--- config.mk ---
export PLATFORM = sky130hd
export DESIGN_NAME = encoder_nbits_serial
export DESIGN_NICKNAME = d
export VERILOG_FILES = /design/src/rtl/encoder_nbits_serial.sv
export SDC_FILE = /design/constraint.sdc
export NUM_CORES = 1
export LEC_CHECK = 0
export BUFFER_PORTS_ARGS = -buffer_cell sky130_fd_sc_hd__buf_2
export CAP_MARGIN = 0
export CORE_MARGIN = 10
export CORE_UTILIZATION = 55
export CTS_CLUSTER_DIAMETER = 80
export DETAILED_ROUTE_END_ITERATION = 8
export PLACE_DENSITY = 0.81
export SETUP_SLACK_MARGIN = 0.1
export SLEW_MARGIN = 10
export SYNTH_ARGS = -nofsm -noshare
export SYNTH_HDL_FRONTEND = slang
export SYNTH_SLANG_ARGS = --single-unit
--- constraint.sdc ---
create_clock -name i_clk -period 2.9 [get_ports i_clk]
set_clock_uncertainty 0.15 [all_clocks]
set_input_delay 0.58 -clock i_clk [delete_from_list [all_inputs] [get_ports i_clk]]
set_output_delay 0.58 -clock i_clk [all_outputs]
set_load 0.02 [all_outputs]
--- src/rtl/encoder_nbits_serial.sv ---
// Serial priority encoder: captures a 2**N-bit multi-hot vector, then emits the index of
// every set bit (highest first) as one valid/ready transfer per index.
module encoder_nbits_serial #(
  parameter int N = 4
) (
  input  logic              i_clk,
  input  logic              i_rst_n,
  input  logic              i_EN,
  input  logic              i_load,
  input  logic [2**N-1:0]   i_D,
  input  logic              i_ready,
  output logic [N-1:0]      o_Y,
  output logic              o_valid,
  output logic              o_busy,
  output logic              o_done,
  output logic              o_none,
  output logic [N:0]        o_count
);

  localparam int W = 2**N;

  typedef enum logic [1:0] {IDLE, EMIT, DONE} state_t;

  state_t         state, state_nxt;
  logic [W-1:0]   pending, pending_nxt;
  logic [N-1:0]   top_idx;
  logic [W-1:0]   top_mask;
  logic           last_bit;
  logic           load_acc;
  logic [N:0]     pop;

  assign load_acc = (state == IDLE) && i_EN && i_load;

  always_comb begin
    pop = '0;
    for (int i = 0; i < W; i++) begin
      pop = pop + {{N{1'b0}}, i_D[i]};
    end
  end

  // Ascending scan so the highest set bit wins; an empty register yields index 0.
  always_comb begin
    // NOTE: every combinational output gets a default before any branch, so no latch is inferred.
    top_idx = '0;
    for (int i = 0; i < W; i++) begin
      if (pending[i]) top_idx = N'(i);
    end
  end

  assign top_mask = {{(W-1){1'b0}}, 1'b1} << top_idx;
  assign last_bit = (pending & ~top_mask) == '0;

  always_comb begin
    state_nxt   = state;
    pending_nxt = pending;
    case (state)
      IDLE: begin
        if (load_acc) begin
          pending_nxt = i_D;
          state_nxt   = (i_D != '0) ? EMIT : DONE;
        end
      end
      EMIT: begin
        if (i_ready) begin
          pending_nxt = pending & ~top_mask;
          if (last_bit) state_nxt = DONE;
        end
      end
      DONE:    state_nxt = IDLE;
      default: state_nxt = IDLE;
    endcase
  end

  always_ff @(posedge i_clk or negedge i_rst_n) begin
    // NOTE: state registers use non-blocking assignment so all flops update together at the edge.
    if (!i_rst_n) begin
      state   <= IDLE;
      pending <= '0;
    end else begin
      state   <= state_nxt;
      pending <= pending_nxt;
    end
  end

  // Summary flags describe the last accepted vector and hold until the next accepted load.
  always_ff @(posedge i_clk or negedge i_rst_n) begin
    if (!i_rst_n) begin
      o_count <= '0;
      o_none  <= 1'b0;
    end else if (load_acc) begin
      o_count <= pop;
      o_none  <= (i_D == '0);
    end
  end

  assign o_valid = (state == EMIT);
  assign o_Y     = o_valid ? top_idx : '0;
  assign o_busy  = (state != IDLE);
  assign o_done  = (state == DONE);

endmodule

Word level (Yosys, flattened, before mapping):

Cells that the tools add are included.

* equal/unequal tests: 5
* bitwise operators: 2
* reduce and logical (&&, ||, !) cells: 10
* shift operators: 1
* mux-type cells: 24
* $add $sub $neg: 15

Operators with widths (count)
* 4-bit 2-to-1 mux: 15
* 5-bit by 1-bit adder with 5-bit output: 11
* 16-bit zero test: 2
* 16-bit 2-to-1 mux: 2
* 16-bit case mux with 2 select lines: 1
* 16-bit AND: 1
* 16-bit inverter: 1
* 16-bit nonzero test: 1
* 1-bit by 4-bit left shift with 16-bit output (first input constant): 1
* 2-bit 2-to-1 mux: 4
* 3-bit AND reduction: 2
* 4-bit by 1-bit adder with 5-bit output: 1
* 3-bit by 1-bit adder with 4-bit output: 1
* 2-bit inequality test (second input constant): 2
* 2-bit case mux with 2 select lines: 1
* 2-bit nonzero test: 2
* 2-bit by 1-bit adder with 3-bit output: 1
* 1-bit by 1-bit adder with 2-bit output: 1
* 2-bit by 1-bit equality test with 1-bit output (second input constant): 1
* 2-bit equality test (second input constant): 1
* 1-bit logical AND: 2
* 2-bit zero test: 1
* 2-bit by 1-bit inequality test with 1-bit output (second input constant): 1
* 1-bit 2-to-1 mux: 1

* logic and storage cells: 61
* input port bits: 21
* register bits after elaboration: 24

Depth between registers and ports, before layout:

Gate-level depths: netlist of run 1.

* word-level depth: 22
* mapped depth: 12

Least setup slack after synthesis of run 1:

OpenSTA, ideal clock, no wires.

* kind: input-to-reg
* start point: input i_D[0]
* end point: register o_count[4]
* cell stages on the path: 12
* data required time: 2.667 ns
* setup time: 0.083 ns
* arrival: 3.456 ns
* slack: -0.789 ns
* cells stage by stage: fa_1 > inv_1 > fa_1 > fa_1 > fa_1 > inv_1 > ha_1 > inv_1 > fa_1 > nor2b_1 > o21ai_0 > o21ai_0

* longest elaborated chain between the ends: 15

Ends and longest elaborated chain
* start: declaration: line 10 `input logic [2**N-1:0] i_D,`
* 1-bit by 1-bit adder with 2-bit output: line 37 `pop = pop + {{N{1'b0}}, i_D[i]};`
* 2-bit by 1-bit adder with 3-bit output: line 37
* 3-bit by 1-bit adder with 4-bit output: line 37
* 4-bit by 1-bit adder with 5-bit output: line 37
* 5-bit by 1-bit adder with 5-bit output (11 in a row): line 37
* end signal: assignment: line 91 `o_count <= pop;`
* end: declaration: line 17 `output logic [N:0] o_count`

Every way passes these cells.
A chain may end at the register's enable or synchronous reset.

Worst setup path in the final report of run 1:

* start point: input i_D[15]
* end point: register o_count[4]

* longest elaborated chain between the ends: 1

Ends and longest elaborated chain (line)
* 5-bit by 1-bit adder with 5-bit output: 37

Every way passes these cells.

==> results.cfg, run 1 <==
[clock_network]
cts_buffers = 3
cts_max_level = 1
clock_sinks = 24
cts_max_path_buffers = 2
cts_tree = built
ctsHoldBuffers = 0
clkTransAtPathRegs_ps = 150
cts-root-buf = clkbuf_4
clock_latency_ps = 340

[layout]
drive_gt1_share_pct = 30.89
num-fill-cells = 268
stdcell_area_um2 = 2236
diodes = 0
area_growth_pct = 23.33
nets = 297
stdcell_count = 303
fin_util_pct = 72.06

[synthesis]
yosys.area.top_type_share_pct = 33.13
synth_edf_count = 0
synth-async-reset-ratio_pct = 100.0
yosys_warnings = 0
syn_area_um2 = 1813
syn-num-nets = 249
ys_seq_area_share_pct = 33.13
ys_top_cells_by_area = dfrtp_1, fa_1, o21ai_0
syn-instance-count = 212
synth-main-ff-cell = dfrtp_1
synth_seq_cells = 24
synth_cell_type_count = 41
synth_largest_area_cell = dfrtp_1
syn_avg_cell_area_um2 = 8.552

[worst_setup_path]
critPathKind = in2reg
r2r_cells = 7
cp_max_fo = 2
cp_cell_sequence = buf_6 -> fa_1 -> fa_1 -> inv_2 -> fa_1 -> fa_2 -> inv_2 -> ha_4 -> inv_2 -> fa_2 -> nor2b_1 -> o21ai_1 -> o21ai_1
end_kind = flip-flop
cp_data_arrival_time_ps = 3600
startpoint_type = primary input
reg2reg_slack_ps = 300
cp_slowest_cell = fa_1
cpPeakStageDelay_ps = 540
regToRegStartpoint = pending[8]$_DFFE_PN0P_
r2r_end = state[0]$_DFFE_PN0P_
critical_path_required_ps = 3020

[drt]
drc = 0
first_iter_violations = 264
postRouteAntennaNets = 0
routed_via_density = 5.785
avgRoutedWirePerCell_um = 17.03
wl_um = 5159
detail_route.first_pass.iterations = 4
via_count = 1753

[sta]
setup_tns_ps = -2406
min_period_ps = 3480
finalWorstSetupSlack_ps = -579.9
finalCritPeriodShare_pct = 120.0
slew_viol_final = 0
hold_ws_ps = 61.72
relSlewSlack_pct = 61.61
worst-slew-pin-transition_ps = 575.9
setup_viol = 5
max_freq_mhz = 287.4
rsz0062_at_grt = yes
final_hold_viol_count = 0

[status]
failed_checks = setup timing
status = finished, violations left

[floorplan]
start_util_pct = 58.43
fp.dieArea_um2 = 5993
die_x_um = 77.42
std_cell_rows = 20
ios = 34
fp.dieH_um = 77.42
core_area_um2 = 3103

[pwr]
combPwrFrac_pct = 67.3
switching_share_pct = 50.52
leakage_uw = 0.001082
p_int_uw = 1227
powerDensity_nw_per_um2 = 1109
ir_drop_v = 0.0005835
p_sw_uw = 1253
clkPwrFrac_pct = 7.8
seqPwrFrac_pct = 24.9

[worst_hold_path]
hold_class = in2async

[placement]
numPortBuffers = 33
dp_cells = 299
place.gp.congestion = 0.9597
placed_cell_area_um2 = 2158
hpwl_um = 3974

[global_route]
overflow = 0
grt_pass1_wl_um = 8714
grt_util_all_layers_pct = 17.59
grt_max_degree = 25
grt_antenna_before_repair = 0
grt_pass1_vias = 1784

[flow_run]
drv_cap = 0
## routing by layer
layer | part of all wire [%] | global-route usage (%) | up-vias
li1 | - | - | 833
met1 | 42 | 22.00 | 834
met4 | 1.9 | 6.569 | 0
met3 | 7.5 | 3.111 | 10
met2 | 49 | 29.52 | 76
met5 | 0 | 0 | -
## worst max-delay path: cells and delay by family
kind,cells,cell delay (ps)
adder cells (fa/ha/maj),6,2480
AO/OA/AOI/OAI,2,170
AND/OR/NAND/NOR,1,110
buffers and inverters,4,240
## synthesized netlist by cell type, types with 3 or more instances
master    instances
nor4_1            3
nand2_1          26
nor2b_1           5
dfrtp_1          24
ha_1              6
a22o_1            8
a21oi_1          14
inv_1            24
o21ai_0          22
nor2_1           11
nand3_1           4
clkbuf_1          7
nor3_1           10
fa_1             10
or2_2             3
o22ai_1           3
## power by group through the flow
stage	sequential (uW)	combinational, uW	clock, uW
after floorplan	597	1110	0
after global placement	609	1570	0
after detailed placement	615	1610	0
after CTS	608	1630	192
after global routing	635	1860	204
final	618	1670	194
## layout by cell type (no fill, tap or decap), types with 2 or more instances in the layout
| cell type | Yosys | layout |
|---|---|---|
| a21o_1 | 2 | 2 |
| a21oi_1 | 14 | 12 |
| a21oi_2 | 0 | 2 |
| a22o_1 | 8 | 8 |
| buf_2 | 2 | 29 |
| buf_4 | 0 | 19 |
| buf_6 | 0 | 4 |
| clkbuf_4 | 0 | 3 |
| dfrtp_1 | 24 | 24 |
| fa_1 | 10 | 8 |
| fa_2 | 0 | 2 |
| ha_1 | 6 | 5 |
| inv_1 | 24 | 18 |
| inv_2 | 0 | 6 |
| nand2_1 | 26 | 25 |
| nand2_2 | 1 | 2 |
| nand2b_1 | 2 | 2 |
| nand3_1 | 4 | 4 |
| nor2_1 | 11 | 10 |
| nor2b_1 | 5 | 5 |
| nor3_1 | 10 | 10 |
| nor4_1 | 3 | 3 |
| nor4_2 | 2 | 2 |
| o21a_1 | 2 | 2 |
| o21ai_0 | 22 | 17 |
| o21ai_1 | 1 | 6 |
| o22ai_1 | 3 | 3 |
| or2_2 | 3 | 3 |
| or4_4 | 2 | 2 |
| xor2_1 | 2 | 2 |
## per-stage QoR
step / total power, uW / worst slack, ps
after floorplan: 1706 / -678.7
final: 2480 / -579.9
after CTS: 2434 / -576.9
after global placement: 2180 / -886.2
after global routing: 2701 / -692.7
after detailed placement: 2224 / -963.2
## sequential cells by signal (all words and copies together) (netlist names)
name,cells
o_none,1
o_count,5
pending,16
state,2
## cell families (layout without fill, tap and decap cells)
logic type      count (synthesis)  in the layout  synth area share, %
simple gates                   73             73                21.33
compound gates                 63             63                21.88
buf+inv                        33             80                6.971
flops                          24             24                33.13
fa+ha+maj                      16             16                15.18
xor+xnor                        2              2               0.9664
mux                             1              1               0.5521
## timing repair
| action | in CTS | in global routing |
|---|---|---|
| resized for setup | 6 | 11 |
| endpoints found under the setup margin | 5 | 7 |
| setup buffers | 0 | 0 |
| endpoints found under the hold margin | 0 | 0 |
| pin swaps | 3 | 5 |
## how the worst max path moves through the flow
| stage | start | end | slack (ps) |
|---|---|---|---|
| global placement | i_D[11] | o_count[4]$_DFFE_PN0P_ | -890 |
| finish | i_D[15] | o_count[4]$_DFFE_PN0P_ | -580 |
| global route | i_D[5] | o_count[4]$_DFFE_PN0P_ | -690 |
| detailed placement | i_D[11] | o_count[4]$_DFFE_PN0P_ | -960 |
| CTS | i_D[15] | o_count[4]$_DFFE_PN0P_ | -580 |
| floorplan | i_D[11] | o_count[4]$_DFFE_PN0P_ | -680 |
## layout make-up
cell class / instances / area, um^2 / area share, %
multi-input cells: 155 / 1121 / 50.14
well taps: 44 / 55.05 / 2.462
inverters: 24 / 90.09 / 4.029
repair buffers: 52 / 332.8 / 14.89
clock buffers: 4 / 36.28 / 1.623
flip-flops and latches: 24 / 600.6 / 26.86
Note: power is estimated with default switching activity, not from simulation.
==> inputs of run 2 (changes only) <==
--- a/config.mk
+++ b/config.mk
@@ -5,6 +5,7 @@
 export SDC_FILE = /design/constraint.sdc
 export NUM_CORES = 1
 export LEC_CHECK = 0
+export ABC_CLOCK_PERIOD_IN_PS = 3800
 export BUFFER_PORTS_ARGS = -buffer_cell sky130_fd_sc_hd__buf_2
 export CAP_MARGIN = 0
 export CORE_MARGIN = 10
==> constraint.sdc (replaced) <==
create_clock -name i_clk -period 3.8 [get_ports i_clk]
set_clock_uncertainty 0.15 [all_clocks]
set_input_delay 0.76 -clock i_clk [delete_from_list [all_inputs] [get_ports i_clk]]
set_output_delay 0.76 -clock i_clk [all_outputs]
set_load 0.02 [all_outputs]
==> results.cfg, run 2 (same netlist as run 1, synthesis figures left out) <==
[layout]
area_growth_pct = 18.22
drive_gt1_share_pct = 26.21
multiInputGateArea_um2 = 1111
stdcell_count = 292
layout.cells.most_common = buf_2
nets = 287
largest_reg_flops = 16
ff_latch_area_um2 = 600.6
num-fill-cells = 291
diodes = 0
fin_util_pct = 69.07
largest-register = pending
reg_top3 = pending (16), o_count (5), state (2)
mostFrequentLayoutCells = buf_2, nand2_1, dfrtp_1, inv_1, o21ai_0

[sta]
max_freq_mhz = 274.2
rsz0062_at_grt = yes
finalCritPeriodShare_pct = 95.98
relSlewSlack_pct = 52.38
final_hold_viol_count = 0
finalWorstSetupSlack_ps = 152.9
setup_viol = 0
slew_viol_final = 0
min_period_ps = 3647
worst-slew-pin-transition_ps = 711.6

[worst_setup_path]
critPathKind = in2reg
cpPeakStageDelay_ps = 520
end_kind = flip-flop
cp_data_arrival_time_ps = 3740
cp_common_cell = fa_1
critical_path_required_ps = 3890
startpoint_type = primary input
regToRegStartpoint = pending[12]$_DFFE_PN0P_
cp_cell_sequence = buf_6 -> fa_1 -> fa_1 -> inv_1 -> fa_1 -> fa_2 -> inv_2 -> ha_4 -> inv_2 -> fa_2 -> nor2b_1 -> o21ai_0 -> o21ai_1
crit_start = i_D[15]
cp_max_fo = 2
cp_slowest_cell = fa_1

[placement]
dp_cells = 289
dp_slack_ps = -247.3
hpwl_um = 3739
numPortBuffers = 33
place.gp.congestion = 0.9403

[clock_network]
cts_max_level = 1
ctsHoldBuffers = 0
cts_tree = built
cts_buffers = 3
clkTransAtPathRegs_ps = 130
clock_sinks = 24
clock_latency_ps = 310
postCtsSetupRepairBufs = 0
cts_max_path_buffers = 2
cts-root-buf = clkbuf_4

[pwr]
powerDensity_nw_per_um2 = 814.8
leakage_uw = 0.001031
ir_drop_v = 0.0003856

[global_route]
grt_max_degree = 25
grt_util_all_layers_pct = 15.84
grt_antenna_before_repair = 0
overflow = 0
grt_pass1_wl_um = 8031
grt_pass1_vias = 1710

[drt]
drc = 0
postRouteAntennaNets = 0
via_count = 1666
wl_um = 4661
detail_route.first_pass.iterations = 4
first_iter_violations = 252
avgRoutedWirePerCell_um = 15.96
routed_via_density = 5.705

[floorplan]
fp.dieArea_um2 = 5993
std_cell_rows = 20
start_util_pct = 58.43
fp.dieH_um = 77.42
ios = 34
core_area_um2 = 3103
die_x_um = 77.42

[status]
status = complete, no violations

[worst_hold_path]
hold_class = in2async

[flow_run]
drv_cap = 0
==> run 2: where the power goes <==
group / internal, uW / leakage [uW] / total, uW / switching [uW]
combinational: 467 / 0.000707 / 1150 / 681
clock: 37.0 / 0.0000138 / 109 / 72.0
sequential: 347 / 0.000310 / 490 / 143
==> run 2: cell type report <==
type,count,share of cell area (%)
flip-flops and latches,24,28.02
multi-input cells,155,51.84
inverters,24,4.203
repair buffers,42,12.32
clock buffers,3,1.051
well taps,44,2.569
==> run 2: final timing paths <==
check                                              end  slack, ps  cells past startpoint
worst max register to register    state[0]$_DFFE_PN0P_       1130                      7
worst min-delay path            o_count[4]$_DFFE_PN0P_        260                      1
min in group i_clk              o_count[1]$_DFFE_PN0P_        340                      2
max in group asynchronous       pending[5]$_DFFE_PN0P_       2860                      1
worst max-delay path            o_count[4]$_DFFE_PN0P_        150                     13
worst min register to register  o_count[1]$_DFFE_PN0P_        340                      2
==> run 2: worst max-delay path: cells and delay by family <==
kind | cells | cell delay, ps
buffers and inverters | 4 | 270
AO/OA/AOI/OAI | 2 | 190
adder cells (fa/ha/maj) | 6 | 2420
AND/OR/NAND/NOR | 1 | 100
==> run 2: repair_timing <==
| item | CTS | global route |
|---|---|---|
| endpoints found under the setup margin | 1 | 4 |
| pin swaps | 1 | 5 |
| cloned | 0 | 0 |
| hold endpoints to repair | 0 | 0 |
| resized for setup | 1 | 14 |
==> run 2: stage by stage <==
stage                     total power [uW]  setup TNS [ps]  area, um^2  hold WS [ps]
final                                 1746               0        2143         261.8
after CTS                             1716               0        2096         270.8
after floorplan                       1292               0        1822         314.4
after global routing                  1921               0        2143         279.8
after global placement                1586          -664.0        2073         305.8
after detailed placement              1604          -843.9        2073         310.7
==> run 2: metal layers <==
metal | share of wire, % | up-vias | routed length [um] | track usage [%]
li1 | - | 813 | - | -
met1 | 42 | 782 | 1967 | 20.56
met2 | 49 | 65 | 2278 | 26.84
met3 | 7.6 | 6 | 354 | 3.571
met4 | 1.3 | 0 | 61 | 2.190
met5 | 0 | - | 0 | 0
